**config.mk**
```make
export PLATFORM = sky130hd
export DESIGN_NAME = comm_unit_flat
export DESIGN_NICKNAME = d
export VERILOG_FILES = /design/src/rtl/comm_unit_pkg.sv /design/src/rtl/comm_unit_if.sv /design/src/rtl/comm_unit_drain_counter.sv /design/src/rtl/comm_unit.sv /design/src/flat_wrapper.sv
export SDC_FILE = /design/constraint.sdc
export NUM_CORES = 1
export LEC_CHECK = 0
export ABC_AREA = 1
export CAP_MARGIN = 20
export CORE_MARGIN = 10
export CORE_UTILIZATION = 53
export DETAILED_ROUTE_END_ITERATION = 10
export MAX_ROUTING_LAYER = met4
export PLACE_DENSITY = 0.82
export SLEW_MARGIN = 20
export SYNTH_ARGS = -nofsm -noshare
export SYNTH_HDL_FRONTEND = slang
export SYNTH_HIERARCHICAL = 1
export SYNTH_SLANG_ARGS = --single-unit
```
**constraint.sdc**
```tcl
create_clock -name clock -period 2.65 [get_ports clock]
set_clock_uncertainty 0.15 [all_clocks]
set_input_delay 0.265 -clock clock [delete_from_list [all_inputs] [get_ports clock]]
set_output_delay 0.265 -clock clock [all_outputs]
set_load 0.05 [all_outputs]
```
**src/rtl/comm_unit_pkg.sv**
```systemverilog
// Shared types and constants for the communication unit: control-word
// layout, opcode encodings and FSM state encoding.
package COMM_PKG;

    // Opcode carried in bits [18:17] of the control word
    typedef enum logic [1:0] {
        END   = 2'b00,
        RSVD  = 2'b01,
        START = 2'b10,
        STOP  = 2'b11
    } comm_op_t;

    typedef enum logic [2:0] {
        IDLE     = 3'd0,
        DEP_WAIT = 3'd1,
        DRAIN    = 3'd2,
        POST     = 3'd3,
        HALTED   = 3'd4
    } comm_state_t;

    // Control word as decoded by the fetch unit
    typedef struct packed {
        comm_op_t    op;
        logic        dep;
        logic [15:0] payload;
    } comm_word_t;

    // Primary opcode of instructions routed to this unit
    localparam logic [5:0] COMM_OPCODE = 6'b111111;

    // True for words that must stall fetch in the cycle they are presented
    function automatic logic op_stalls(comm_word_t w);
        return ((w.op == START) && w.dep) || (w.op == STOP) || (w.op == END);
    endfunction

endpackage

```
**src/rtl/comm_unit_if.sv**
```systemverilog
// Bundle between the fetch unit (master) and the communication unit (slave),
// including the inter-process event flag signals.
interface comm_unit_if #(
    parameter int SIG_W = 16
) ();
    logic              communication_enable_in;
    logic [18:0]       communication_signal_in;
    logic [SIG_W-1:0]  event_flags_in;
    logic              wait_for_next_out;
    logic [SIG_W-1:0]  event_ack_out;
    logic [SIG_W-1:0]  event_flags_out;
    logic              event_valid_out;
    logic              finished_out;
    logic              error_out;

    modport master (
        output communication_enable_in,
        output communication_signal_in,
        output event_flags_in,
        input  wait_for_next_out,
        input  event_ack_out,
        input  event_flags_out,
        input  event_valid_out,
        input  finished_out,
        input  error_out
    );

    modport slave (
        input  communication_enable_in,
        input  communication_signal_in,
        input  event_flags_in,
        output wait_for_next_out,
        output event_ack_out,
        output event_flags_out,
        output event_valid_out,
        output finished_out,
        output error_out
    );
endinterface

```
**src/rtl/comm_unit_drain_counter.sv**
```systemverilog
// Down-counter that times the pipeline drain before a publish. Loaded with
// DRAIN_CYCLES-1 on a stop, decremented while draining, saturates at zero.
module drain_counter #(
    parameter int DRAIN_CYCLES = 4
) (
    input  logic clock,
    input  logic reset,
    input  logic load_i,
    input  logic dec_i,
    output logic zero_o
);
    localparam int CNT_W = (DRAIN_CYCLES < 1) ? 1 : $clog2(DRAIN_CYCLES + 1);
    localparam logic [CNT_W-1:0] LOAD_VAL = CNT_W'(DRAIN_CYCLES - 1);

    logic [CNT_W-1:0] cnt_q;
    logic [CNT_W-1:0] cnt_d;

    // Next count: reload wins over decrement; never decrement past zero
    always_comb begin
        cnt_d = cnt_q;
        if (load_i) begin
            cnt_d = LOAD_VAL;
        end else if (dec_i && (cnt_q != '0)) begin
            cnt_d = cnt_q - CNT_W'(1);
        end
    end

    // Count register
    always_ff @(posedge clock or negedge reset) begin
        if (!reset) begin
            cnt_q <= '0;
        end else begin
            cnt_q <= cnt_d;
        end
    end

    assign zero_o = (cnt_q == '0);

endmodule

```
**src/rtl/comm_unit.sv**
```systemverilog
// Communication unit: executes start/stop/end control words from fetch,
// handling dependency waits, drain-then-publish of completion signals and
// the terminal halt, and stalls fetch while any of these is in progress.
module comm_unit
    import COMM_PKG::*;
#(
    parameter int SIG_W        = 16,
    parameter int DRAIN_CYCLES = 4
) (
    input  logic        clock,
    input  logic        reset,
    comm_unit_if.slave  bus
);
    comm_word_t       word;
    comm_state_t      state_q, state_d;
    logic [SIG_W-1:0] mask_q, mask_d;
    logic [SIG_W-1:0] sig_q, sig_d;
    logic [SIG_W-1:0] ack_q, ack_d;
    logic [SIG_W-1:0] flags_q, flags_d;
    logic             error_q, error_d;
    logic             cnt_load;
    logic             cnt_dec;
    logic             cnt_zero;

    assign word = comm_word_t'(bus.communication_signal_in);

    drain_counter #(
        .DRAIN_CYCLES(DRAIN_CYCLES)
    ) u_drain (
        .clock  (clock),
        .reset  (reset),
        .load_i (cnt_load),
        .dec_i  (cnt_dec),
        .zero_o (cnt_zero)
    );

    // Next-state and datapath updates; commands are only taken in IDLE
    always_comb begin
        state_d  = state_q;
        mask_d   = mask_q;
        sig_d    = sig_q;
        ack_d    = '0;
        flags_d  = flags_q;
        error_d  = error_q;
        cnt_load = 1'b0;
        cnt_dec  = 1'b0;
        case (state_q)
            IDLE: begin
                if (bus.communication_enable_in) begin
                    case (word.op)
                        START: begin
                            if (word.dep) begin
                                mask_d  = word.payload[SIG_W-1:0];
                                state_d = DEP_WAIT;
                            end
                        end
                        STOP: begin
                            sig_d    = word.payload[SIG_W-1:0];
                            cnt_load = 1'b1;
                            state_d  = DRAIN;
                        end
                        END: begin
                            state_d = HALTED;
                        end
                        default: begin
                            error_d = 1'b1;
                        end
                    endcase
                end
            end
            DEP_WAIT: begin
                // Checked from the cycle after entry; no same-cycle bypass
                if ((bus.event_flags_in & mask_q) == mask_q) begin
                    ack_d   = mask_q;
                    state_d = IDLE;
                end
            end
            DRAIN: begin
                if (cnt_zero) begin
                    state_d = POST;
                end else begin
                    cnt_dec = 1'b1;
                end
            end
            POST: begin
                flags_d = sig_q;
                state_d = IDLE;
            end
            HALTED: begin
                state_d = HALTED;
            end
            default: begin
                state_d = IDLE;
            end
        endcase
    end

    // State and datapath registers
    always_ff @(posedge clock or negedge reset) begin
        if (!reset) begin
            state_q <= IDLE;
            mask_q  <= '0;
            sig_q   <= '0;
            ack_q   <= '0;
            flags_q <= '0;
            error_q <= 1'b0;
        end else begin
            state_q <= state_d;
            mask_q  <= mask_d;
            sig_q   <= sig_d;
            ack_q   <= ack_d;
            flags_q <= flags_d;
            error_q <= error_d;
        end
    end

    // The IDLE term lets fetch stall in the cycle it presents the word;
    // gating with reset drops the stall as soon as reset asserts.
    assign bus.wait_for_next_out = reset &
        ((state_q != IDLE) ||
         (bus.communication_enable_in && op_stalls(word)));

    assign bus.event_ack_out   = ack_q;
    assign bus.event_flags_out = flags_q;
    assign bus.event_valid_out = (state_q == POST);
    assign bus.finished_out    = (state_q == HALTED);
    assign bus.error_out       = error_q;

endmodule

```
**src/flat_wrapper.sv**
```systemverilog
// flat-port wrapper written by rule: the top's interface ports become plain ports
module comm_unit_flat import COMM_PKG::*;
#(
    parameter int SIG_W        = 16,
    parameter int DRAIN_CYCLES = 4
)
  (clock, reset, bus_communication_enable_in, bus_communication_signal_in, bus_event_flags_in, bus_wait_for_next_out, bus_event_ack_out, bus_event_flags_out, bus_event_valid_out, bus_finished_out, bus_error_out);
  comm_unit_if #(.SIG_W(SIG_W)) bus_i ();
  input  logic clock;
  input  logic reset;
  input wire logic [$bits(bus_i.communication_enable_in)-1:0] bus_communication_enable_in;
  input wire logic [$bits(bus_i.communication_signal_in)-1:0] bus_communication_signal_in;
  input wire logic [$bits(bus_i.event_flags_in)-1:0] bus_event_flags_in;
  output wire logic [$bits(bus_i.wait_for_next_out)-1:0] bus_wait_for_next_out;
  output wire logic [$bits(bus_i.event_ack_out)-1:0] bus_event_ack_out;
  output wire logic [$bits(bus_i.event_flags_out)-1:0] bus_event_flags_out;
  output wire logic [$bits(bus_i.event_valid_out)-1:0] bus_event_valid_out;
  output wire logic [$bits(bus_i.finished_out)-1:0] bus_finished_out;
  output wire logic [$bits(bus_i.error_out)-1:0] bus_error_out;
  assign bus_i.communication_enable_in = bus_communication_enable_in;
  assign bus_i.communication_signal_in = bus_communication_signal_in;
  assign bus_i.event_flags_in = bus_event_flags_in;
  assign bus_wait_for_next_out = bus_i.wait_for_next_out;
  assign bus_event_ack_out = bus_i.event_ack_out;
  assign bus_event_flags_out = bus_i.event_flags_out;
  assign bus_event_valid_out = bus_i.event_valid_out;
  assign bus_finished_out = bus_i.finished_out;
  assign bus_error_out = bus_i.error_out;
  comm_unit #(.SIG_W(SIG_W), .DRAIN_CYCLES(DRAIN_CYCLES)) u_core (.clock(clock), .reset(reset), .bus(bus_i));
endmodule
```
==> results of run 1 <==
flip-flops by register name (all words and copies together) (netlist names):
register	count
u_core/bus.error_out	1
u_core/bus.event_ack_out	16
u_core/bus.event_flags_out	16
u_core/mask_q	16
u_core/sig_q	16
u_core/state_q	3
u_core/u_drain/cnt_q	3
routing by layer:
layer	vias to the layer above	wire length [um]	global-route usage [%]
li1	1216	-	-
met2	97	3694	26.89
met3	14	494	3.620
met4	0	97	7.328
met1	1166	3226	19.90
met5	-	0	-
critical path: cells and delay by family (launching register included):
| kind | cells | cell delay (ps) |
|---|---|---|
| AND/OR/NAND/NOR | 1 | 360 |
| flip-flops | 1 | 450 |
| buffers and inverters | 1 | 880 |
power by group through the flow:
stage / Sequential, uW / Clock (uW) / Combinational (uW)
final: 1670 / 949 / 1730
after global routing: 1720 / 1010 / 1890
after CTS: 1660 / 968 / 1740
after detailed placement: 1680 / 0 / 1730
after global placement: 1670 / 0 / 1680
after floorplan: 2050 / 0 / 809
Yosys cell counts, types with 2 or more instances:
cell type / number / share of area, %
nand2_1: 106 / 13
dfrtp_1: 71 / 57
inv_1: 57 / 6.8
o21ai_2: 20 / 5.6
nor3_1: 19 / 3.0
o21ai_0: 19 / 3.0
nor2_1: 11 / 1.3
ha_1: 8 / 3.2
nand3_1: 7 / 1.1
buf_4: 4 / 0.96
a21oi_1: 3 / 0.48
buf_2: 2 / 0.32
buf_6: 2 / 0.72
inv_4: 2 / 0.40
o21ai_1: 2 / 0.32
stage by stage:
stage               power [uW]  hold slack [ps]  instance area, um^2
floorplan                 2854           -180.6                 3138
global placement          3351            300.8                 3904
detailed placement        3414            312.3                 3904
CTS                       4371            65.80                 4126
global route              4618            101.4                 4126
finish                    4345            37.32                 4126
logic make-up after synthesis:
family / Yosys count
buf+inv: 69
simple gates: 149
flops: 71
compound gates: 47
fa+ha+maj: 8
cell type report:
class	count	area [um^2]
Timing Repair Buffer	74	743.2
Clock inverter	5	81.33
Sequential cell	71	1777
Tap cell	72	90.09
Inverter	60	230.2
Fill cell	417	1515
Clock buffer	11	141.4
Multi-Input combinational cell	204	1064
worst paths after layout:
check	start	to	slack, ps	cells past startpoint
setup / recovery	u_core/state_q[2]	bus_event_valid_out	210	2
setup reg to reg	u_core/state_q[1]	u_core/mask_q[12]	850	6
min in group clock	u_core/bus.event_flags_out[10]	u_core/bus.event_flags_out[10]	320	2
max in group asynchronous	reset	u_core/bus.event_flags_out[15]	1760	2
hold reg to reg	u_core/bus.event_flags_out[10]	u_core/bus.event_flags_out[10]	320	2
hold / removal	reset	u_core/mask_q[5]	40	2
==> results.txt, run 1 <==
----------------------------------------------------
[Power]
  Net switching power ... 1734 uW
  P per Cell Area ... 1053 mW/mm^2
  Maximum vdd ir drop ... 0.6976 mV
  Fraction of power consumed by the clock network ... 21.8%
  Static Leak ... 0.002055 uW
  Combinational share of power ... 39.8%
  Fraction of power consumed by sequential logic ... 38.3%
  Switch share ... 39.91%
  Internal cell power ... 2611 uW

[Route]
  Final routed wire length divided by cell count ... 15.11 um
  Count of vias placed by the detailed router ... 2493
  Routed vias/inst ... 5.016
  Overall routed net length ... 7512 um
  Number of search-and-repair iterations in the first detailed-routing pass ... 4
  DRC marker count from the first detailed-route iteration ... 168
  Post-route DRC violation count ... 0
  Post-DRT Antenna Nets ... 0

[Timing]
  Slew at the pin closest to its max-slew limit ... 850.1 ps
  Unrepaired setup endpoints after global routing ... false
  Least setup slack across all paths after layout ... 213.3 ps
  Share of the cycle needed by the critical path after routing ... 91.95%
  Max-slew headroom ... 43.32%
  Setup TNS ... 0 ps
  Minimum period implied by the final worst setup slack ... 2437 ps
  Final hold violations ... 0
  Total setup violations reported at the end of the flow ... 0
  Top achievable clock speed ... 410.4 MHz
  Fin. max-slew vios ... 0

[Worst setup path]
  Cell at the slowest stage of the critical path ... clkdlybuf4s50_1
  Path type of the worst setup path ... reg -> out
  Crit. End Element ... output pin
  Delay of the slowest cell on the worst path ... 880 ps
  Critical path startpoint category ... flip-flop
  Sequence of cells on the critical path ... nor3_4, clkdlybuf4s50_1
  Critical path data required time ... 2240 ps
  Crit-path max FO ... 8
  Arrival time of the worst setup path ... 2020 ps

[GRT]
  Number of global-route vias before repair ... 2577
  Largest net degree at the start of global routing ... 72
  Leftover overflow at the end of global routing ... 0
  GRT Resource Usage Total ... 16.78%
  Wire length of the first global-routing pass ... 12540 um
  Initial antenna violation count ... 0

[Synthesis]
  Mapped cell area ... 0.003138 mm^2
  Synth Area in Compound Gates ... 10.17%
  Adder and majority cell fraction of the synthesized area ... 3.190%
  Count of flip-flops with a built-in enable after synthesis ... 0
  Most common flop cell mapped by yosys ... dfrtp_1
  Fraction of synthesized area in multiplexers ... 0%
  Syn avg cell area ... 9.122 um^2
  Gate Count Post-Synth ... 344
  Number of nets produced by synthesis ... 390
  Unique cell type count in the Yosys netlist ... 26
  Synthesized-area fraction occupied by xor and xnor cells ... 0%
  Sequential fraction of the synthesis area ... 56.62%
  Dominant combinational cell family by area after synthesis ... simple AND/OR/NAND/NOR gates
  Post-synthesis register bit count ... 71
  Share of synthesized cell area in and, or, nand and nor gates ... 20.53%
  Warnings from Yosys ... 6
  FFs w/ async S/R, synth ... 100.0%

[CTS]
  Clock buffers created by TritonCTS ... 9
  Total setup buffers inserted after CTS ... 0
  Clock tree from TritonCTS ... built
  Depth of the CTS H-tree ... 3
  Post-CTS resize count ... 0
  CTS Hold Buffers Added ... 0
  Reg clk slew, reported paths ... 70 ps
  Clock root buffer master ... clkbuf_8
  Number of clock sinks seen by CTS ... 71
  Clock Latency Late Sink ... 340 ps
  Clk buf depth ... 2

[Place]
  Worst setup timing slack at the placement stage ... 460.6 ps
  Total instance count after detailed placement ... 481
  Port-buffer cells ... 73
  Post-DP HPWL ... 5575 um
  Final weighted congestion in routability-driven placement ... 0.9105

[Layout]
  Layout Cells excl Fill ... 497
  Commonest non-fill, non-tap cell in the layout ... nand2_1
  Layout area overhead ... 31.50%
  Fraction of final layout cells sized beyond drive strength 1 ... 11.29%
  # diodes ... 0
  Commonest cells after routing, fill and taps aside ... nand2_1, clkdlybuf4s50_1, dfrtp_1
  Final core utilization ... 73.14%
  Number of nets in the layout ... 466

[Floorplan]
  Chip height ... 96.95 um
  Number of rows in the core area ... 27
  Area of the placeable core ... 0.005642 mm^2
  Die outline width ... 96.95 um
  Total die area ... 0.009398 mm^2
  Starting utilization of the core area ... 55.62%
  Count of pins on the block boundary ... 74

[Hold path]
  Hold Path Class ... in -> async

[Flow run]
  Maximum capacitance violations ... 0

[Outcome]
  Status ... finished, final reports clean

----------------------------------------------------
Note: power is estimated with default switching activity, not from simulation.
==> run 2, diff against run 1 <==
--- a/config.mk
+++ b/config.mk
@@ -6,7 +6,6 @@
 export NUM_CORES = 1
 export LEC_CHECK = 0
 export ABC_AREA = 1
-export CAP_MARGIN = 20
 export CORE_MARGIN = 10
 export CORE_UTILIZATION = 53
 export DETAILED_ROUTE_END_ITERATION = 10
@@ -17,3 +16,4 @@
 export SYNTH_HDL_FRONTEND = slang
 export SYNTH_HIERARCHICAL = 1
 export SYNTH_SLANG_ARGS = --single-unit
+export TNS_END_PERCENT = 1
==> constraint.sdc (replaced) <==
create_clock -name clock -period 3.1 [get_ports clock]
set_clock_uncertainty 0.15 [all_clocks]
set_input_delay 0.31 -clock clock [delete_from_list [all_inputs] [get_ports clock]]
set_output_delay 0.31 -clock clock [all_outputs]
set_load 0.05 [all_outputs]
==> results.txt, run 2 (synthesis gave the netlist of run 1 again) <==
----------------------------------------------------
[Power]
  Net switching power ... 1490 uW
  Internal cell power ... 2409 uW
  Fraction of power consumed by the clock network ... 25.6%
  Fraction of power consumed by sequential logic ... 36.7%
  Total power consumption of the routed design ... 3899 uW
  Switch share ... 38.22%
  Static Leak ... 0.002076 uW
  Combinational share of power ... 37.7%
  Maximum vdd ir drop ... 0.5834 mV
  P per Cell Area ... 934.5 mW/mm^2

[Route]
  Number of search-and-repair iterations in the first detailed-routing pass ... 6
  Count of vias placed by the detailed router ... 2570
  Post-DRT Antenna Nets ... 0
  Overall routed net length ... 7901 um
  Final routed wire length divided by cell count ... 15.90 um
  Post-route DRC violation count ... 0
  DRC marker count from the first detailed-route iteration ... 122
  Routed vias/inst ... 5.171

[Layout]
  Layout area overhead ... 32.97%
  Final core utilization ... 73.96%
  Commonest cells after routing, fill and taps aside ... nand2_1, clkdlybuf4s50_1, dfrtp_1
  # diodes ... 0
  Layout Cells excl Fill ... 497
  Filler cells ... 423
  Number of nets in the layout ... 466
  Commonest non-fill, non-tap cell in the layout ... nand2_1
  Fraction of final layout cells sized beyond drive strength 1 ... 11.29%

[Worst setup path]
  Worst Setup SP ... bus_communication_signal_in[17]
  Terminus of the critical flop-to-flop path ... u_core/mask_q[3]
  Crit. End Element ... output pin
  Worst setup endpoint ... bus_wait_for_next_out
  Worst setup slack for register-to-register paths ... 1120 ps
  Path type of the worst setup path ... in -> out
  Arrival time of the worst setup path ... 2240 ps
  Critical path data required time ... 2640 ps
  Crit-path max FO ... 4
  Depth of the worst register-to-register path ... 6
  Critical path startpoint category ... input port
  Reg-to-reg startpoint ... u_core/state_q[1]

[Timing]
  Max-slew headroom ... 41.77%
  Setup TNS ... 0 ps
  Fin. max-slew vios ... 0
  Unrepaired setup endpoints after global routing ... false
  Slew at the pin closest to its max-slew limit ... 873.5 ps
  Share of the cycle needed by the critical path after routing ... 87.18%
  Final hold violations ... 0
  Total setup violations reported at the end of the flow ... 0
  Minimum period implied by the final worst setup slack ... 2703 ps
  Top achievable clock speed ... 370.0 MHz
  Hold slack ... 95.70 ps

[GRT]
  Largest net degree at the start of global routing ... 72
  Number of global-route vias before repair ... 2692
  Wire length of the first global-routing pass ... 13190 um
  Leftover overflow at the end of global routing ... 0
  Initial antenna violation count ... 0
  GRT Resource Usage Total ... 17.47%

[CTS]
  Total setup buffers inserted after CTS ... 0
  Reg clk slew, reported paths ... 70 ps
  Clock buffers created by TritonCTS ... 9
  Clock Latency Late Sink ... 340 ps
  Clock root buffer master ... clkbuf_8
  CTS Hold Buffers Added ... 0
  Number of clock sinks seen by CTS ... 71
  Post-CTS resize count ... 0
  Clock tree from TritonCTS ... built
  Depth of the CTS H-tree ... 3
  Clk buf depth ... 2

[Place]
  Total instance count after detailed placement ... 481
  Post-DP HPWL ... 5555 um
  Final weighted congestion in routability-driven placement ... 0.9269
  Port-buffer cells ... 73

[Floorplan]
  Number of rows in the core area ... 27
  Chip height ... 96.95 um
  Area of the placeable core ... 0.005642 mm^2
  Die outline width ... 96.95 um
  Total die area ... 0.009398 mm^2
  Count of pins on the block boundary ... 74
  Starting utilization of the core area ... 55.62%

[Flow run]
  Maximum capacitance violations ... 0

[Outcome]
  Status ... finished, final reports clean

[Hold path]
  Hold Path Class ... in -> async

----------------------------------------------------
run 2: cell count changes in the layout (fill, tap and decap cells not counted), sizes merged:
cell           before  now
bufinv              2    4
clkdlybuf4s50      71   72
clkinv              2    0
buf                 3    2
run 2: power groups by stage:
stage | clock [uW] | combinational (uW) | sequential [uW]
final | 996 | 1470 | 1430
after floorplan | 0 | 692 | 1750
after global placement | 0 | 1420 | 1430
after CTS | 1010 | 1480 | 1430
after detailed placement | 0 | 1460 | 1440
after global routing | 1060 | 1610 | 1470
run 2: how the worst min path moves through the flow:
stage,slack [ps],startpoint,end
global placement,310,u_core/bus.event_flags_out[11],u_core/bus.event_flags_out[11]
detailed placement,310,u_core/bus.event_flags_out[13],u_core/bus.event_flags_out[13]
CTS,130,reset,u_core/bus.event_flags_out[0]
finish,100,reset,u_core/bus.event_ack_out[5]
floorplan,-140,reset,u_core/bus.error_out
global route,160,reset,u_core/bus.event_ack_out[0]
run 2: cell type report:
| cell class | instances | area [um^2] | area share, % |
|---|---|---|---|
| sequential | 71 | 1777 | 42.58 |
| multi-input combinational | 204 | 1064 | 25.49 |
| timing repair buffer | 74 | 733.2 | 17.57 |
| inverter | 60 | 230.2 | 5.517 |
| clock buffer | 11 | 151.4 | 3.628 |
| clock inverter | 5 | 127.6 | 3.058 |
| tap | 72 | 90.09 | 2.159 |
run 2: metal layers:
| metal | vias up | wire (um) | track usage (%) |
|---|---|---|---|
| met1 | 1236 | 3249 | 20.65 |
| met4 | 0 | 136 | 6.088 |
| li1 | 1208 | - | - |
| met2 | 107 | 4046 | 28.07 |
| met5 | - | 0 | - |
| met3 | 19 | 469 | 4.755 |
run 2: per-stage QoR:
| stage | instance area, um^2 | worst slack (ps) |
|---|---|---|
| floorplan | 3138 | 1182 |
| global placement | 3894 | 473.5 |
| detailed placement | 3894 | 433.3 |
| CTS | 4173 | 418.7 |
| global route | 4173 | 327.0 |
| finish | 4173 | 397.3 |
run 2: critical path, stage by stage:
cell	delay [ps]
clkdlybuf4s50_1	530
inv_1	100
ha_1	230
nor3_1	250
a21oi_1	110
clkdlybuf4s50_1	710
